### src/rtl/trgg_pkg.sv
// ============================================================================
// Module      : trgg_pkg
// Description : Shared mode codes, INV bit index and channel state encoding
//               for the multi-channel trigger-output generator.
// Revision    : 1.0 - initial release
// ============================================================================
`default_nettype none

package trgg_pkg;

    // Mode field, bits [2:0]; codes 3..7 are reserved and behave as OFF
    localparam logic [2:0] TRGG_OFF   = 3'd0;
    localparam logic [2:0] TRGG_PULSE = 3'd1;
    localparam logic [2:0] TRGG_GATE  = 3'd2;

    // Mode field bit that inverts the pin polarity
    localparam int TRGG_INV_BIT = 3;

    // Per-channel state encoding
    localparam logic [1:0] TRGG_IDLE   = 2'd0;
    localparam logic [1:0] TRGG_WAIT   = 2'd1;
    localparam logic [1:0] TRGG_ACTIVE = 2'd2;
    localparam logic [1:0] TRGG_DONE   = 2'd3;

    typedef logic [1:0] trgg_state_t;

    function automatic logic trgg_is_running(input trgg_state_t st);
        return (st == TRGG_WAIT) || (st == TRGG_ACTIVE);
    endfunction

endpackage : trgg_pkg

`default_nettype wire

### src/rtl/trgg_gen_ch.sv
// ============================================================================
// Module      : trgg_gen_ch
// Description : One trigger channel: latches mode/delay on start, then runs a
//               delayed PULSE or a GATE and parks in DONE until released.
// Revision    : 1.0 - initial release
// ============================================================================
`default_nettype none

module trgg_gen_ch
    import trgg_pkg::*;
#(
    parameter int MW      = 4,
    parameter int DW      = 16,
    parameter int PULSE_W = 8
) (
    input  logic          clk,
    input  logic          rst,
    input  logic          i_start,
    input  logic          i_release,
    input  logic          i_abort,
    input  logic [MW-1:0] i_mode,
    input  logic [DW-1:0] i_delay,
    output logic          o_pin,
    output logic          o_done,
    output logic          o_idle
);

    localparam logic [DW-1:0] c_PULSE_W = DW'(PULSE_W);
    localparam logic [DW-1:0] c_ONE     = DW'(1);

    trgg_state_t   r_state;
    logic [DW-1:0] r_cnt;
    logic          r_inv;
    logic [2:0]    w_kind;

    assign w_kind = i_mode[2:0];

    generate
        if (MW > 4) begin : g_upper_mode
            logic w_unused_mode;
            assign w_unused_mode = ^i_mode[MW-1:4];
        end
    endgenerate

    always_ff @(posedge clk) begin
        if (rst) begin
            r_state <= TRGG_IDLE;
            r_cnt   <= '0;
            r_inv   <= 1'b0;
        end else if (i_abort && trgg_is_running(r_state)) begin
            // A channel already in DONE stays put, so a release is never masked
            r_state <= TRGG_DONE;
            r_cnt   <= '0;
        end else begin
            case (r_state)
                TRGG_IDLE: begin
                    if (i_start) begin
                        r_inv <= i_mode[TRGG_INV_BIT];
                        r_cnt <= i_delay;
                        case (w_kind)
                            TRGG_PULSE: r_state <= TRGG_WAIT;
                            TRGG_GATE:  r_state <= (i_delay != '0) ? TRGG_ACTIVE : TRGG_DONE;
                            default:    r_state <= TRGG_DONE;
                        endcase
                    end
                end
                TRGG_WAIT: begin
                    if (r_cnt == '0) begin
                        r_state <= TRGG_ACTIVE;
                        r_cnt   <= c_PULSE_W;
                    end else begin
                        r_cnt <= r_cnt - c_ONE;
                    end
                end
                TRGG_ACTIVE: begin
                    if (r_cnt == c_ONE) begin
                        r_state <= TRGG_DONE;
                        r_cnt   <= '0;
                    end else begin
                        r_cnt <= r_cnt - c_ONE;
                    end
                end
                TRGG_DONE: begin
                    if (i_release) begin
                        r_state <= TRGG_IDLE;
                    end
                end
                default: r_state <= TRGG_IDLE;
            endcase
        end
    end

    // Pin depends only on registered state, never on the command inputs
    assign o_pin  = (r_state == TRGG_ACTIVE) ^ r_inv;
    assign o_done = (r_state == TRGG_DONE);
    assign o_idle = (r_state == TRGG_IDLE);

endmodule : trgg_gen_ch

`default_nettype wire

### src/rtl/trgg_gen.sv
// ============================================================================
// Module      : trgg_gen
// Description : NCH-channel trigger-output generator with fs/fd handshake.
//               Optional macro TRGG_ABORT_EN adds an abort input.
// Revision    : 1.0 - initial release
// ============================================================================
`default_nettype none

module trgg_gen
    import trgg_pkg::*;
#(
    parameter int NCH     = 4,
    parameter int MW      = 4,
    parameter int DW      = 16,
    parameter int PULSE_W = 8
) (
    input  logic                    clk,
    input  logic                    rst,
    input  logic                    fs,
`ifdef TRGG_ABORT_EN
    input  logic                    abort,
`endif
    input  logic [0:NCH*(MW+DW)-1]  trgg_cmd,
    output logic                    fd,
    output logic [0:NCH-1]          pin_out,
    output logic [0:NCH-1]          ch_done
);

    logic [NCH-1:0] w_idle;
    logic [NCH-1:0] w_done;
    logic           w_start;
    logic           w_release;
    logic           w_abort;
    logic           r_fd;

`ifdef TRGG_ABORT_EN
    assign w_abort = abort;
`else
    assign w_abort = 1'b0;
`endif

    // A start is only accepted once every channel is back in IDLE
    assign w_start   = fs & (&w_idle);
    assign w_release = r_fd & ~fs;

    generate
        for (genvar gi = 0; gi < NCH; gi++) begin : g_ch
            trgg_gen_ch #(
                .MW      (MW),
                .DW      (DW),
                .PULSE_W (PULSE_W)
            ) u_ch (
                .clk       (clk),
                .rst       (rst),
                .i_start   (w_start),
                .i_release (w_release),
                .i_abort   (w_abort),
                .i_mode    (trgg_cmd[MW*gi +: MW]),
                .i_delay   (trgg_cmd[NCH*MW + DW*gi +: DW]),
                .o_pin     (pin_out[gi]),
                .o_done    (w_done[gi]),
                .o_idle    (w_idle[gi])
            );
            assign ch_done[gi] = w_done[gi];
        end
    endgenerate

    always_ff @(posedge clk) begin
        if (rst) begin
            r_fd <= 1'b0;
        end else if (w_release) begin
            r_fd <= 1'b0;
        end else begin
            r_fd <= &w_done;
        end
    end

    assign fd = r_fd;

endmodule : trgg_gen

`default_nettype wire

### config.mk
export PLATFORM = sky130hd
export DESIGN_NAME = trgg_gen
export DESIGN_NICKNAME = d
export VERILOG_FILES = /design/src/rtl/trgg_pkg.sv /design/src/rtl/trgg_gen_ch.sv /design/src/rtl/trgg_gen.sv
export SDC_FILE = /design/constraint.sdc
export NUM_CORES = 1
export LEC_CHECK = 0
export CAP_MARGIN = 20
export CORE_MARGIN = 3
export CORE_UTILIZATION = 44
export DETAILED_ROUTE_END_ITERATION = 12
export PLACE_DENSITY_LB_ADDON = 0.3
export SLEW_MARGIN = 20
export SYNTH_ARGS = -nofsm -noshare
export SYNTH_HDL_FRONTEND = slang
export SYNTH_HIERARCHICAL = 1
export SYNTH_SLANG_ARGS = --single-unit
### constraint.sdc
create_clock -name clk -period 3.5 [get_ports clk]
set_input_delay 0.7 -clock clk [delete_from_list [all_inputs] [get_ports clk]]
set_output_delay 0.7 -clock clk [all_outputs]
set_load 0.02 [all_outputs]
== After elaboration in Yosys (flattened, before gate mapping) ==
Cells that the tools add are included.

* Register bits: 77
* Bits of input ports: 83
* Output and inout port bits: 9

* Bitwise gates (word level): 7
* Add/subtract/negate cells: 4
* Equal/unequal tests: 40
* Reductions and logical operators: 31
* Mux-type cells: 41

{| class="wikitable"
|+ Operator list
! kind !! count
|-
| 16-bit two-way mux || 12
|-
| 16-bit one-hot mux with 3 select lines || 4
|-
| 16-bit by 1-bit equality test with 1-bit output (second input constant) || 4
|-
| 16-bit zero test || 4
|-
| 16-bit nonzero test || 4
|-
| 16-bit by 1-bit subtractor with 16-bit output (second input constant) || 4
|-
| 2-bit one-hot mux with 4 select lines || 4
|-
| 2-bit two-way mux || 13
|-
| 4-bit AND reduction || 6
|-
| 2-bit != test (second input constant) || 10
|-
| 2-bit equality test (second input constant) || 8
|-
| 2-bit one-hot mux with 2 select lines || 4
|-
| 2-bit AND reduction || 8
|-
| 3-bit by 1-bit equality test with 1-bit output (second input constant) || 4
|-
| 3-bit by 2-bit equality test with 1-bit output (second input constant) || 4
|-
| 2-bit by 1-bit != test with 1-bit output (second input constant) || 6
|-
| 3-bit nonzero test || 4
|-
| 2-bit by 1-bit equality test with 1-bit output (second input constant) || 4
|-
| 2-bit zero test || 4
|-
| 1-bit two-way mux || 4
|-
| 1-bit XOR || 4
|-
| 1-bit bitwise AND || 2
|-
| 2-bit OR reduction || 1
|-
| 1-bit NOT || 1
|}

== Longest topological paths before layout ==
* Depth in word-level cells: 5
* Mapped depth: 10
* Depth with buffers taken out: 9

== Cells and area by module ==
Netlist, hierarchy kept.

{| class="wikitable"
|+ Modules (own cells, without submodules)
! module !! area each (um^2) !! sequential area each (um^2) !! cells an instance !! instances
|-
| trgg_gen_ch at g_ch[0].u_ch ... || 1480.2 || 380.4 || 178 || 3
|-
| trgg_gen_ch at g_ch[3].u_ch || 1412.6 || 380.4 || 180 || 1
|-
| trgg_gen || 66.3 || 20.0 || 8 || 1
|}

== Worst setup path before layout ==
Ideal clock, no wire load.

* Path type: register -> register
* From: register g_ch[3].u_ch.r_cnt[0]
* To: register g_ch[3].u_ch.r_state[1]
* Slack: 1.262 ns
* Setup time: 0.091 ns
* Stages on the path, launching flop included: 8
* Clock period less this slack: 2.238 ns
* Data arrival time: 2.147 ns
* Required time: 3.409 ns
* Buffers on the path: 0
* Cells stage by stage: dfxtp_1 -> inv_1 -> ha_1 -> or4b_2 -> o41ai_4 -> nand2_4 -> o311a_1 -> a311oi_1

* Longest elaborated chain between the ends: 3

{| class="wikitable"
|+ Ends and longest elaborated chain
! item !! RTL line !! text
|-
| start, declared || trgg_gen_ch.sv:32 || <nowiki>logic [DW-1:0] r_cnt;</nowiki>
|-
| start signal, assigned || trgg_gen_ch.sv:59 || <nowiki>r_cnt <= i_delay;</nowiki>
|-
| start signal, assigned || trgg_gen_ch.sv:70 || <nowiki>r_cnt <= c_PULSE_W;</nowiki>
|-
| start signal, assigned || trgg_gen_ch.sv:72 || <nowiki>r_cnt <= r_cnt - c_ONE;</nowiki>
|-
| 16-bit by 1-bit equality test with 1-bit output or 16-bit zero test (tied branches) || trgg_gen_ch.sv:76, trgg_gen_ch.sv:68 ||
|-
| 2-bit by 1-bit != test with 1-bit output (no source line) or 2-bit != test (tied branches) || n/a ||
|-
| 4-bit AND reduction (no source line) (*) || n/a ||
|-
| end signal, assigned || trgg_gen_ch.sv:62 || <nowiki>TRGG_GATE: r_state <= (i_delay != '0) ? TRGG_ACTIVE : TRGG_DONE;</nowiki>
|-
| end, declared || trgg_gen_ch.sv:31 || <nowiki>trgg_state_t r_state;</nowiki>
|}

Every way passes the cells marked *; elsewhere a longest branch is shown, timed or not.
A chain may end at the register's enable or synchronous reset.

== Worst setup path after layout ==
* From: input fs
* To: register g_ch[3].u_ch.r_cnt[12]

* Longest elaborated chain between the ends: 3

{| class="wikitable"
|+ Ends and longest elaborated chain
! item !! RTL line !! text
|-
| start, declared || trgg_gen.sv:19 || <nowiki>input logic fs,</nowiki>
|-
| 1-bit bitwise AND || trgg_gen.sv:43 || <nowiki>assign w_start = fs & (&w_idle);</nowiki>
|-
| via w_start || trgg_gen.sv:31 || <nowiki>logic w_start;</nowiki>
|-
| 2-bit != test (no source line) || n/a ||
|-
| 2-bit AND reduction (no source line) || n/a ||
|-
| end signal, assigned || trgg_gen_ch.sv:70 ||
|-
| end signal, assigned || trgg_gen_ch.sv:72 ||
|-
| end signal, assigned || trgg_gen_ch.sv:80 || <nowiki>r_cnt <= r_cnt - c_ONE;</nowiki>
|}

The timed path passes the listed nets, and every way through them passes these cells.

==> results.cfg <==
[yosys]
yosysSeqAreaShare_pct = 26.0
yosysTopAreaCell = dfxtp_1
synth_commonest_cells = dfxtp_1, a21oi_1, nand2_1, nor2_1, nor4_1
synth_flop_cell = dfxtp_1
async_flop_share_pct = 0
synth_edf_count = 0
ys_warn_count = 6
synth.ff_latch_count = 77
synth.most_common_cell = dfxtp_1
synth_cells = 722
yosysUniqueCellTypes = 62
synth_area_leaders = dfxtp_1, ha_1, a21oi_1, nor4_1, o41ai_4
syn_area_um2 = 5920
syn_area_per_cell_um2 = 8.20
synth_top_area_share_pct = 26.0

[setup_path]
critPathMaxFanout = 22
cp.arrival_ns = 3.00
critPathKind = in -> reg
critPathLaunchType = input port
crit_required_ns = 3.69
end_kind = flip-flop
ff2ff_setup_slack_ns = 0.92

[cells_and_area]
syn_to_final_growth_pct = 23.0
drive_gt1_share_pct = 13.4
fin_util_pct = 56.6
finalInstanceArea_um2 = 7280
fin_cells = 988
fin_nets = 923
diodes = 0

[timing]
setup_viol = 0
fin_ws_ns = 0.696
slew_viol_final = 0
holdWs_ns = 0.484
hold_viol_final = 0
timing.final.crit_share_pct = 80.1
rsz0062_at_grt = false
min_period_ns = 2.80
fin_skew_ns = 0.00468
fmax_mhz = 357
finalSetupTns_ns = 0
worst_slew_pin_slew_ns = 0.871
slew_headroom_pct = 41.9

[floorplanning]
fp.dieW_um = 122
num_rows = 41
die-height_um = 122
start_util_pct = 46.0
die_area_um2 = 14900
core_area_um2 = 12900
ioPinCount = 92

[cts]
numCtsBuffers = 9
post_cts_buffers = 0
hold_buffers = 0
htree_levels = 3
ctsResizeCount = 0
clk_latency_ns = 0.35
cts-root-to-sink-buffers = 2
path_clk_slew_ns = 0.06
cts.sinks = 77
root_buffer = clkbuf_16
cts_tree = yes

[power]
switchingPower_mw = 4.18
peakVddDrop_uv = 481
p_leak_nw = 2.70
p_comb_share_pct = 67.6
finalPower_mw = 8.20
powerDensity_nw_per_um2 = 1130
seqPwrFrac_pct = 20.2
p_int_mw = 4.02
pwr-share-clk_pct = 12.1
switching_share_pct = 51.0

[detailed_routing]
drc = 0
avgViaCountPerCell = 6.30
antenna_left = 0
drtIter0Drc = 828
avgRoutedWirePerCell_um = 17.8
finalWirelength_um = 17500
via_count = 6228
first_pass_iters = 6

[outcome]
status = finished, final reports clean

[flow_run]
maxCapViolations = 0

[global_route]
overflow = 0
grt_pass1_vias = 5925
antenna_found_initial = 0
grt_max_degree = 23
grt_pass1_wl_um = 28800
grt_usage_pct = 23.7

[min_path]
min_path_type = reg -> reg

[placement]
hpwl_um = 12700
dp.cells = 972
numPortBuffers = 91
routabilityCongestion = 0.904
dp_slack_ns = 0.311
place_area_um2 = 6970
registers in the layout (all words and copies together) (netlist names):
| signal | count |
|---|---|
| g_ch.u_ch/r_state | 8 |
| fd | 1 |
| g_ch.u_ch/r_inv | 4 |
| g_ch.u_ch/r_cnt | 64 |
cells by family after synthesis:
family          after synthesis  synth area share, %
xor+xnor                      4                0.592
fa+ha+maj                    29                 6.13
compound gates              230                 30.6
mux                          13                 2.39
buf+inv                      75                 5.90
other cells                   1               0.0634
flops                        77                 26.0
simple gates                293                 28.3
area by class of cell:
class                   count  area (um^2)
fillers                  1156         5590
multi-input cells         584         4080
clock inverters             3         42.5
flip-flops and latches     77         1540
inverters                  37          139
well taps                 172          215
clock buffers              13          270
repair buffers            102          993
layer usage:
layer	track usage, %	vias to the layer above	routed length [um]
met3	5.62	36	1370
met4	8.40	0	316
met5	0	-	0
li1	-	2967	-
met2	39.1	270	8390
met1	30.2	2955	7470
placed cells by master, fill, tap and decap left out, drive strengths merged, types with 8 or more instances in the layout:
master,n
nand2,49
clkdlybuf4s50,91
a21oi,72
a32oi,8
o41ai,8
inv,36
nor4,40
a31oi,10
mux2,9
nand2b,10
or3b,9
buf,11
clkbuf,13
conb,15
a211oi,10
a221oi,16
o22ai,22
nand3,18
nand4,14
dfxtp,77
o21ai,27
and3,20
ha,29
nor3,25
nor2,48
a22oi,20
or4,24
or3,10
worst max-delay path, cell delays in order:
cell and delay, ns:
clkdlybuf4s50_1 0.57, nand3_1 0.10, nor2_1 0.41, nor2b_1 0.20, or2_2 0.50, and3_1 0.26, a31oi_1 0.15, o32ai_1 0.11
power by group through the flow:
stage / clock network, mW / logic, mW / registers, mW
6_report: 0.996 / 5.54 / 1.66
3_5_place_dp: 0 / 5.42 / 1.65
2_1_floorplan: 0 / 4.50 / 1.52
3_3_place_gp: 0 / 5.28 / 1.62
5_1_grt: 1.05 / 6.09 / 1.71
4_1_cts: 1.02 / 5.48 / 1.64
final timing paths:
check                                             from                             endpoint  depth (start not counted)
setup / recovery                                    fs  g_ch[3].u_ch/r_cnt[12]$_SDFFE_PP0P_                          8
hold / removal     g_ch[3].u_ch/r_cnt[11]$_SDFFE_PP0P_  g_ch[3].u_ch/r_cnt[11]$_SDFFE_PP0P_                          2
setup reg to reg  g_ch[1].u_ch/r_state[1]$_SDFFE_PP0P_  g_ch[3].u_ch/r_cnt[12]$_SDFFE_PP0P_                          9
hold reg to reg    g_ch[3].u_ch/r_cnt[11]$_SDFFE_PP0P_  g_ch[3].u_ch/r_cnt[11]$_SDFFE_PP0P_                          2
Note: power is estimated with default switching activity, not from simulation.
